File: src/rtl/prach_pkg.sv
// Shared constants, phase encoding and the saturating/wrapping width reducer
// used by the radix-3 DIT butterfly stages.
package prach_pkg;

  localparam int DW = 18;
  // Working width for the reducer; wide enough for any practical DW+1 input.
  localparam int CW = 32;

  typedef enum logic [1:0] {
    PH_S = 2'd0,
    PH_A = 2'd1,
    PH_B = 2'd2
  } phase_e;

  typedef struct packed {
    logic [CW-1:0] val;
    logic          clip;
  } sat_res_t;

  // Reduce a sign-extended (w+1)-bit value to w bits. clip flags any value
  // outside the w-bit range, whether it was clamped (sat=1) or wrapped (sat=0).
  function automatic sat_res_t sat_add(input logic signed [CW-1:0] x,
                                       input int                   w,
                                       input logic                 sat);
    sat_res_t            r;
    logic signed [CW-1:0] hi;
    logic signed [CW-1:0] lo;
    logic signed [CW-1:0] wrapped;
    hi      = (CW'(1) << (w - 1)) - CW'(1);
    lo      = ~hi;
    wrapped = (x <<< (CW - w)) >>> (CW - w);
    r.clip  = (x > hi) || (x < lo);
    if (!r.clip) begin
      r.val = x;
    end else if (sat) begin
      r.val = (x > hi) ? hi : lo;
    end else begin
      r.val = wrapped;
    end
    return r;
  endfunction

endpackage

File: src/rtl/prach_ditfft3_bf3_delay.sv
// Fixed-length register delay line with synchronous clear, used to align
// side-band flags with the datapath latency.
module prach_ditfft3_bf3_delay #(
  parameter int WIDTH = 2,
  parameter int DELAY = 3
) (
  input  logic             clk,
  input  logic             rst,
  input  logic [WIDTH-1:0] d,
  output logic [WIDTH-1:0] q
);

  logic [WIDTH-1:0] pipe_reg [DELAY];

  always_ff @(posedge clk) begin
    if (rst) begin
      for (int i = 0; i < DELAY; i++) begin
        pipe_reg[i] <= '0;
      end
    end else begin
      pipe_reg[0] <= d;
      for (int i = 1; i < DELAY; i++) begin
        pipe_reg[i] <= pipe_reg[i-1];
      end
    end
  end

  assign q = pipe_reg[DELAY-1];

endmodule

File: src/rtl/prach_ditfft3_bf3.sv
// Radix-3 DIT final combine: consumes (S, A, B) triples and emits
// (S, A+B, A-B) in natural order with a fixed 3-cycle latency.
module prach_ditfft3_bf3
  import prach_pkg::*;
#(
  parameter int DW  = prach_pkg::DW,
  parameter bit SAT = 1'b1
) (
  input  logic          clk,
  input  logic          rst,
  input  logic [DW-1:0] din_dr,
  input  logic [DW-1:0] din_di,
  input  logic          din_dv,
  input  logic          sync_in,
  output logic [DW-1:0] dout_dr,
  output logic [DW-1:0] dout_di,
  output logic          dout_dv,
  output logic          sync_out,
  output logic          ovf,
  output logic          err
);

  phase_e phase_reg;
  phase_e phase_next;

  logic sync_start;
  logic ld_s;
  logic ld_a;
  logic ld_b;
  logic proto_err;
  logic kill_a;

  logic s_tag_d1_reg;
  logic s_tag_d2_reg;
  logic y1_pend_reg;
  logic y2_pend_reg;
  logic kill_d1_reg;
  logic kill_d2_reg;
  logic err_reg;
  logic ovf_reg;

  logic [DW-1:0] din_lane  [2];
  logic [DW-1:0] dout_lane [2];
  logic [1:0]    sum_clip;
  logic [1:0]    diff_clip;

  logic [1:0] dly_d;
  logic [1:0] dly_q;

  assign sync_start = din_dv & sync_in;

  // Phase FSM: state register
  always_ff @(posedge clk) begin
    if (rst) begin
      phase_reg <= PH_S;
    end else begin
      phase_reg <= phase_next;
    end
  end

  // Phase FSM: next state. A sync sample always restarts at phase 0, so the
  // following sample is phase 1.
  always_comb begin
    phase_next = phase_reg;
    unique case (phase_reg)
      PH_S: begin
        if (din_dv) phase_next = PH_A;
      end
      PH_A, PH_B: begin
        if (sync_start) begin
          phase_next = PH_A;
        end else if (!din_dv) begin
          phase_next = PH_S;
        end else begin
          phase_next = (phase_reg == PH_A) ? PH_B : PH_S;
        end
      end
      default: phase_next = PH_S;
    endcase
  end

  // Phase FSM: per-cycle controls
  always_comb begin
    ld_s      = din_dv & ((phase_reg == PH_S) | sync_start);
    ld_a      = din_dv & ~sync_start & (phase_reg == PH_A);
    ld_b      = din_dv & ~sync_start & (phase_reg == PH_B);
    proto_err = (phase_reg != PH_S) & (~din_dv | sync_start);
    kill_a    = proto_err & (phase_reg == PH_B);
  end

  // Slot tags: S launches y0 two cycles after capture; a completed B
  // schedules y1 then y2 on the next two output cycles.
  always_ff @(posedge clk) begin
    if (rst) begin
      s_tag_d1_reg <= 1'b0;
      s_tag_d2_reg <= 1'b0;
      y1_pend_reg  <= 1'b0;
      y2_pend_reg  <= 1'b0;
      kill_d1_reg  <= 1'b0;
      kill_d2_reg  <= 1'b0;
      err_reg      <= 1'b0;
      ovf_reg      <= 1'b0;
    end else begin
      s_tag_d1_reg <= ld_s;
      s_tag_d2_reg <= s_tag_d1_reg;
      y1_pend_reg  <= ld_b;
      y2_pend_reg  <= y1_pend_reg;
      kill_d1_reg  <= kill_a;
      kill_d2_reg  <= kill_d1_reg;
      err_reg      <= proto_err;
      ovf_reg      <= (y1_pend_reg & |sum_clip) | (y2_pend_reg & |diff_clip);
    end
  end

  assign din_lane[0] = din_dr;
  assign din_lane[1] = din_di;

  // Lane 0 carries the real part, lane 1 the imaginary part.
  genvar gi;
  generate
    for (gi = 0; gi < 2; gi++) begin : g_lane
      logic [DW-1:0]      hold_s_reg;
      logic [DW-1:0]      hold_s2_reg;
      logic [DW-1:0]      hold_a_reg;
      logic [DW-1:0]      sum_reg;
      logic [DW-1:0]      diff_reg;
      logic [DW-1:0]      dout_reg;
      logic               sum_clip_reg;
      logic               diff_clip_reg;
      logic signed [DW:0] sum_w;
      logic signed [DW:0] diff_w;
      sat_res_t           sum_res;
      sat_res_t           diff_res;
      logic               res_unused;

      assign sum_w  = $signed({hold_a_reg[DW-1], hold_a_reg})
                    + $signed({din_lane[gi][DW-1], din_lane[gi]});
      assign diff_w = $signed({hold_a_reg[DW-1], hold_a_reg})
                    - $signed({din_lane[gi][DW-1], din_lane[gi]});

      assign sum_res    = sat_add({{(CW-DW-1){sum_w[DW]}}, sum_w}, DW, SAT);
      assign diff_res   = sat_add({{(CW-DW-1){diff_w[DW]}}, diff_w}, DW, SAT);
      assign res_unused = ^{sum_res.val[CW-1:DW], diff_res.val[CW-1:DW]};

      always_ff @(posedge clk) begin
        if (rst) begin
          hold_s_reg    <= '0;
          hold_s2_reg   <= '0;
          hold_a_reg    <= '0;
          sum_reg       <= '0;
          diff_reg      <= '0;
          sum_clip_reg  <= 1'b0;
          diff_clip_reg <= 1'b0;
          dout_reg      <= '0;
        end else begin
          if (ld_s) hold_s_reg <= din_lane[gi];
          // Second S stage keeps y0 intact when a sync restart reloads hold_s.
          hold_s2_reg <= hold_s_reg;
          if (ld_a) hold_a_reg <= din_lane[gi];
          if (ld_b) begin
            sum_reg       <= sum_res.val[DW-1:0];
            diff_reg      <= diff_res.val[DW-1:0];
            sum_clip_reg  <= sum_res.clip;
            diff_clip_reg <= diff_res.clip;
          end
          if (y2_pend_reg) begin
            dout_reg <= diff_reg;
          end else if (y1_pend_reg) begin
            dout_reg <= sum_reg;
          end else if (s_tag_d2_reg) begin
            dout_reg <= hold_s2_reg;
          end else begin
            dout_reg <= '0;
          end
        end
      end

      assign dout_lane[gi] = dout_reg;
      assign sum_clip[gi]  = sum_clip_reg;
      assign diff_clip[gi] = diff_clip_reg;
    end
  endgenerate

  assign dly_d = {sync_start, din_dv};

  prach_ditfft3_bf3_delay #(
    .WIDTH(2),
    .DELAY(3)
  ) u_align (
    .clk(clk),
    .rst(rst),
    .d  (dly_d),
    .q  (dly_q)
  );

  // An aborted triple keeps its launched y0 but drops the A slot; the
  // missing-B slot already carries no valid.
  assign dout_dv  = dly_q[0] & ~kill_d2_reg;
  assign sync_out = dly_q[1];
  assign dout_dr  = dout_lane[0];
  assign dout_di  = dout_lane[1];
  assign ovf      = ovf_reg;
  assign err      = err_reg;

endmodule

File: config.mk
export PLATFORM = sky130hd
export DESIGN_NAME = prach_ditfft3_bf3
export DESIGN_NICKNAME = d
export VERILOG_FILES = /design/src/rtl/prach_pkg.sv /design/src/rtl/prach_ditfft3_bf3_delay.sv /design/src/rtl/prach_ditfft3_bf3.sv
export SDC_FILE = /design/constraint.sdc
export NUM_CORES = 1
export LEC_CHECK = 0
export BUFFER_PORTS_ARGS = -buffer_cell sky130_fd_sc_hd__buf_2
export CAP_MARGIN = 5
export CELL_PAD_IN_SITES_DETAIL_PLACEMENT = 0
export CELL_PAD_IN_SITES_GLOBAL_PLACEMENT = 1
export CORE_UTILIZATION = 50
export CTS_BUF_LIST = sky130_fd_sc_hd__clkbuf_4 sky130_fd_sc_hd__clkbuf_8 sky130_fd_sc_hd__clkbuf_16
export CTS_CLUSTER_SIZE = 40
export DETAILED_ROUTE_END_ITERATION = 10
export HOLD_SLACK_MARGIN = 0.1
export PLACE_DENSITY = 0.95
export SLEW_MARGIN = 25
export SYNTH_ARGS = -nofsm -noshare
export SYNTH_HDL_FRONTEND = slang
export SYNTH_SLANG_ARGS = --single-unit
File: constraint.sdc
create_clock -name clk -period 6.7 [get_ports clk]
set_input_delay 0.67 -clock clk [delete_from_list [all_inputs] [get_ports clk]]
set_output_delay 0.67 -clock clk [all_outputs]
set_load 0.02 [all_outputs]
==> impl_metrics.yaml <==
global_route:
  grt-ovfl-total: 0
  antenna_found_initial: 0
  grt_pass1_vias: 9102
  grt_first_pass_wirelength_mm: 47.5
  globalRouteTotalUtil_pct: 24.0
  maximum_number_of_pins_on_one_net_before_global_route_repair: 161
power:
  finalPower_w: 0.00337
  combinationalPowerShare_pct: 10.7
  share_clk_of_total_power_pct: 45.9
  cellLeakagePower_nw: 5.52
  power_density_mw_per_mm2: 249
  vdd_drop_max_mv: 0.148
  power.share.sequential_pct: 43.4
  netSwitchingFraction_pct: 23.9
  p_switching_w: 0.000805
  power.internal_w: 0.00256
sta:
  fin_setup_tns_ps: 0
  grt_setup_unrepaired: "false"
  max_slew_margin_pct: 34.3
  hold_violations: 0
  slew_violations: 0
  final_period_minus_worst_setup_slack_ps: 3590
  finalSetupViolCount: 0
  clock-skew-final_ps: 16.9
  max_fclk_ghz: 0.278
  tightestPinTransition_ps: 981
  fin_crit_sh_pct: 53.6
logic_synthesis:
  top_area_cell_type_share_of_the_netlist_area_pct: 39.1
  synth.most_common_cell: "dfxtp_1"
  post_synth_num_cell_types: 81
  share_of_the_yosys_chip_area_belonging_to_registers_pct: 39.1
  syn_area_mm2: 0.0121
  synth_edf_count: 0
  netlist_top_cells_count: "dfxtp_1 (236), nor2_1 (180), a21oi_1 (122), nand2_1 (94), ha_1 (76)"
  syn-instance-count: 1366
  synth_warnings: 0
  synthArstFlopShare_pct: 0
  syn-mean-instance-area_um2: 8.84
  count_of_state_elements_after_synthesis: 236
  synth.net_count: 1486
  post_synth_main_area_contributors: "dfxtp_1 (39%), ha_1 (7.9%), nor2_1 (5.6%)"
  predominant_post_synthesis_flop_cell: "dfxtp_1"
  synth_top_area_cell: "dfxtp_1"
floorplan:
  floorplan.initialDensity_pct: 51.3
  core_region_area_mm2: 0.0235
  die_height_um: 157
  placement_rows: 56
  fp.dieArea_mm2: 0.0248
  pin_count: 80
  dieWidth_um: 157
setup_path:
  path_cells: "ha_1 -> fa_1 -> nor2b_1 -> o31ai_1 -> o21ai_1 -> a311oi_2 -> nor3_2 -> o21a_2 -> nor3_4 -> a2111oi_2"
  critical_path_arrival_ps: 3970
  crit_path_end_kind: "flop"
  worst-path-buf-inv: 0
  cp_slowest_stage_delay_ps: 640
  cp_max_fo: 18
  setup.worst_path.class: "reg -> reg"
  critPathTopFamily: "compound AO/OA/AOI/OAI gates"
  timing.critical_path.slowest_stage_cell: "o31ai_1"
  crit_start: "g_lane[1].hold_a_reg[0]"
  worst_setup_path_start_kind: "flop"
  worst_ep_required_time_ps: 7080
  worstReg2RegStart: "g_lane[1].hold_a_reg[0]"
clock_tree:
  cts_resized: 0
  cts_tree: "done"
  h-tree-depth: 1
  clk_root_buffer_cell: "clkbuf_16"
  holdBufCountCts: 0
  cts_max_path_buffers: 3
  cts.sink_count: 236
  clock_insertion_delay_worst_skew_ps: 530
  cts_made_buffers: 26
  clkSlewWorstSetupHoldPaths_ps: 60
  cts_setup_buffers: 0
layout:
  finish.instance_area_mm2: 0.0135
  synthToLayoutAreaGrowth_pct: 11.8
  nets: 1508
  final_cell_count_no_fill: 1726
  n_antenna_cell: 0
  drive_above_1_share_pct: 15.5
routing:
  total_number_of_vias: 9641
  drt-pass1-iter-count: 5
  drc_violations: 0
  viasPerCell: 5.59
  antenna_left: 0
  first_iter_violations: 680
  routedWlPerCell_um: 17.0
  totalWireLength_mm: 29.3
place:
  dpl.cell_count: 1679
  placement.io_buffers: 79
  placement.cell_area_mm2: 0.0126
  routabilityCongestion: 0.907
  hpwl_mm: 19.4
hold_path:
  min_path_type: "in -> reg"
  timing.hold.worst.start: "din_di[7]"
run_status:
  outcome: "finished, final reports clean"
job:
  max_cap_viol_count: 0
[cell type report]
cell class,instances,area [um2]
repair buffers,89,489
clock inverters,11,183
multi-input cells,966,6690
fillers,2137,10000
inverters,69,259
flip-flops and latches,236,4730
well taps,319,399
clock buffers,36,756
[metrics by stage]
step	hold WS (ps)	util [%]	setup slack, ps
2_1_floorplan	414	-	3430
3_3_place_gp	416	53.4	2750
3_5_place_dp	420	53.4	2670
4_1_cts	398	57.3	3110
5_1_grt	404	57.3	2890
6_report	412	57.3	3110
[routing by layer]
| metal | vias up | track usage, % | part of all wire, % |
|---|---|---|---|
| li1 | 4805 | - | - |
| met1 | 4547 | 34.2 | 48 |
| met2 | 226 | 37.0 | 44 |
| met3 | 63 | 3.08 | 4.9 |
| met4 | 0 | 8.88 | 3.0 |
| met5 | - | 0 | 0 |
[power by group through the flow]
stage	logic (W)	clock network, W	registers (W)
2_1_floorplan	0.000263	0	0.00149
3_5_place_dp	0.000355	0	0.00149
5_1_grt	0.000393	0.00163	0.00147
6_report	0.000359	0.00155	0.00146
3_3_place_gp	0.000349	0	0.00149
4_1_cts	0.000358	0.00157	0.00146
[layout by cell type, fill, tap and decap left out, drive strengths merged, types with 4 or more instances in the layout]
cell type | Yosys | routed
a21oi | 126 | 126
xnor2 | 45 | 45
nor4 | 4 | 4
fa | 4 | 4
ha | 76 | 76
o21bai | 11 | 11
o22a | 37 | 37
a311oi | 5 | 5
xor2 | 15 | 15
nor3b | 4 | 4
nor3 | 15 | 15
bufinv | 0 | 5
nand3 | 4 | 4
a21o | 12 | 12
nand2b | 11 | 11
nor2b | 58 | 58
a2111oi | 10 | 10
a31oi | 9 | 9
dfxtp | 236 | 236
o21ai | 39 | 39
or3 | 8 | 8
nor2 | 180 | 180
o21a | 11 | 11
clkinv | 2 | 7
maj3 | 32 | 32
buf | 30 | 89
clkbuf | 65 | 36
nand2 | 95 | 95
o31a | 4 | 4
o22ai | 12 | 12
and2 | 5 | 5
a22oi | 37 | 37
o221a | 8 | 8
a211oi | 49 | 49
o31ai | 11 | 11
inv | 67 | 67
[path summary, 6_finish.rpt]
path / endpoint / slack, ps / cells past startpoint
setup / recovery: g_lane[1].sum_reg[13] / 3110 / 10
hold / removal: g_lane[1].hold_a_reg[7] / 410 / 3
setup reg to reg: g_lane[1].sum_reg[13] / 3110 / 10
hold reg to reg: kill_d2_reg / 430 / 1
[worst reg2reg max path, delay by kind of cell, from the launching register on]
kind	cells	cell delay (ps)
adders and majority gates	2	620
DFF	1	320
and+or+nand+nor	3	780
AOI/OAI and AO/OA	5	1710
[cells by family after synthesis]
kind of cell	synth area share (%)
DFF	39.1
buffers and inverters	5.56
xor gates and xnor gates	4.73
muxes	0.0933
and+or+nand+nor	14.9
adders and majority gates	11.4
AOI/OAI and AO/OA	24.2
Note: power is estimated with default switching activity, not from simulation.
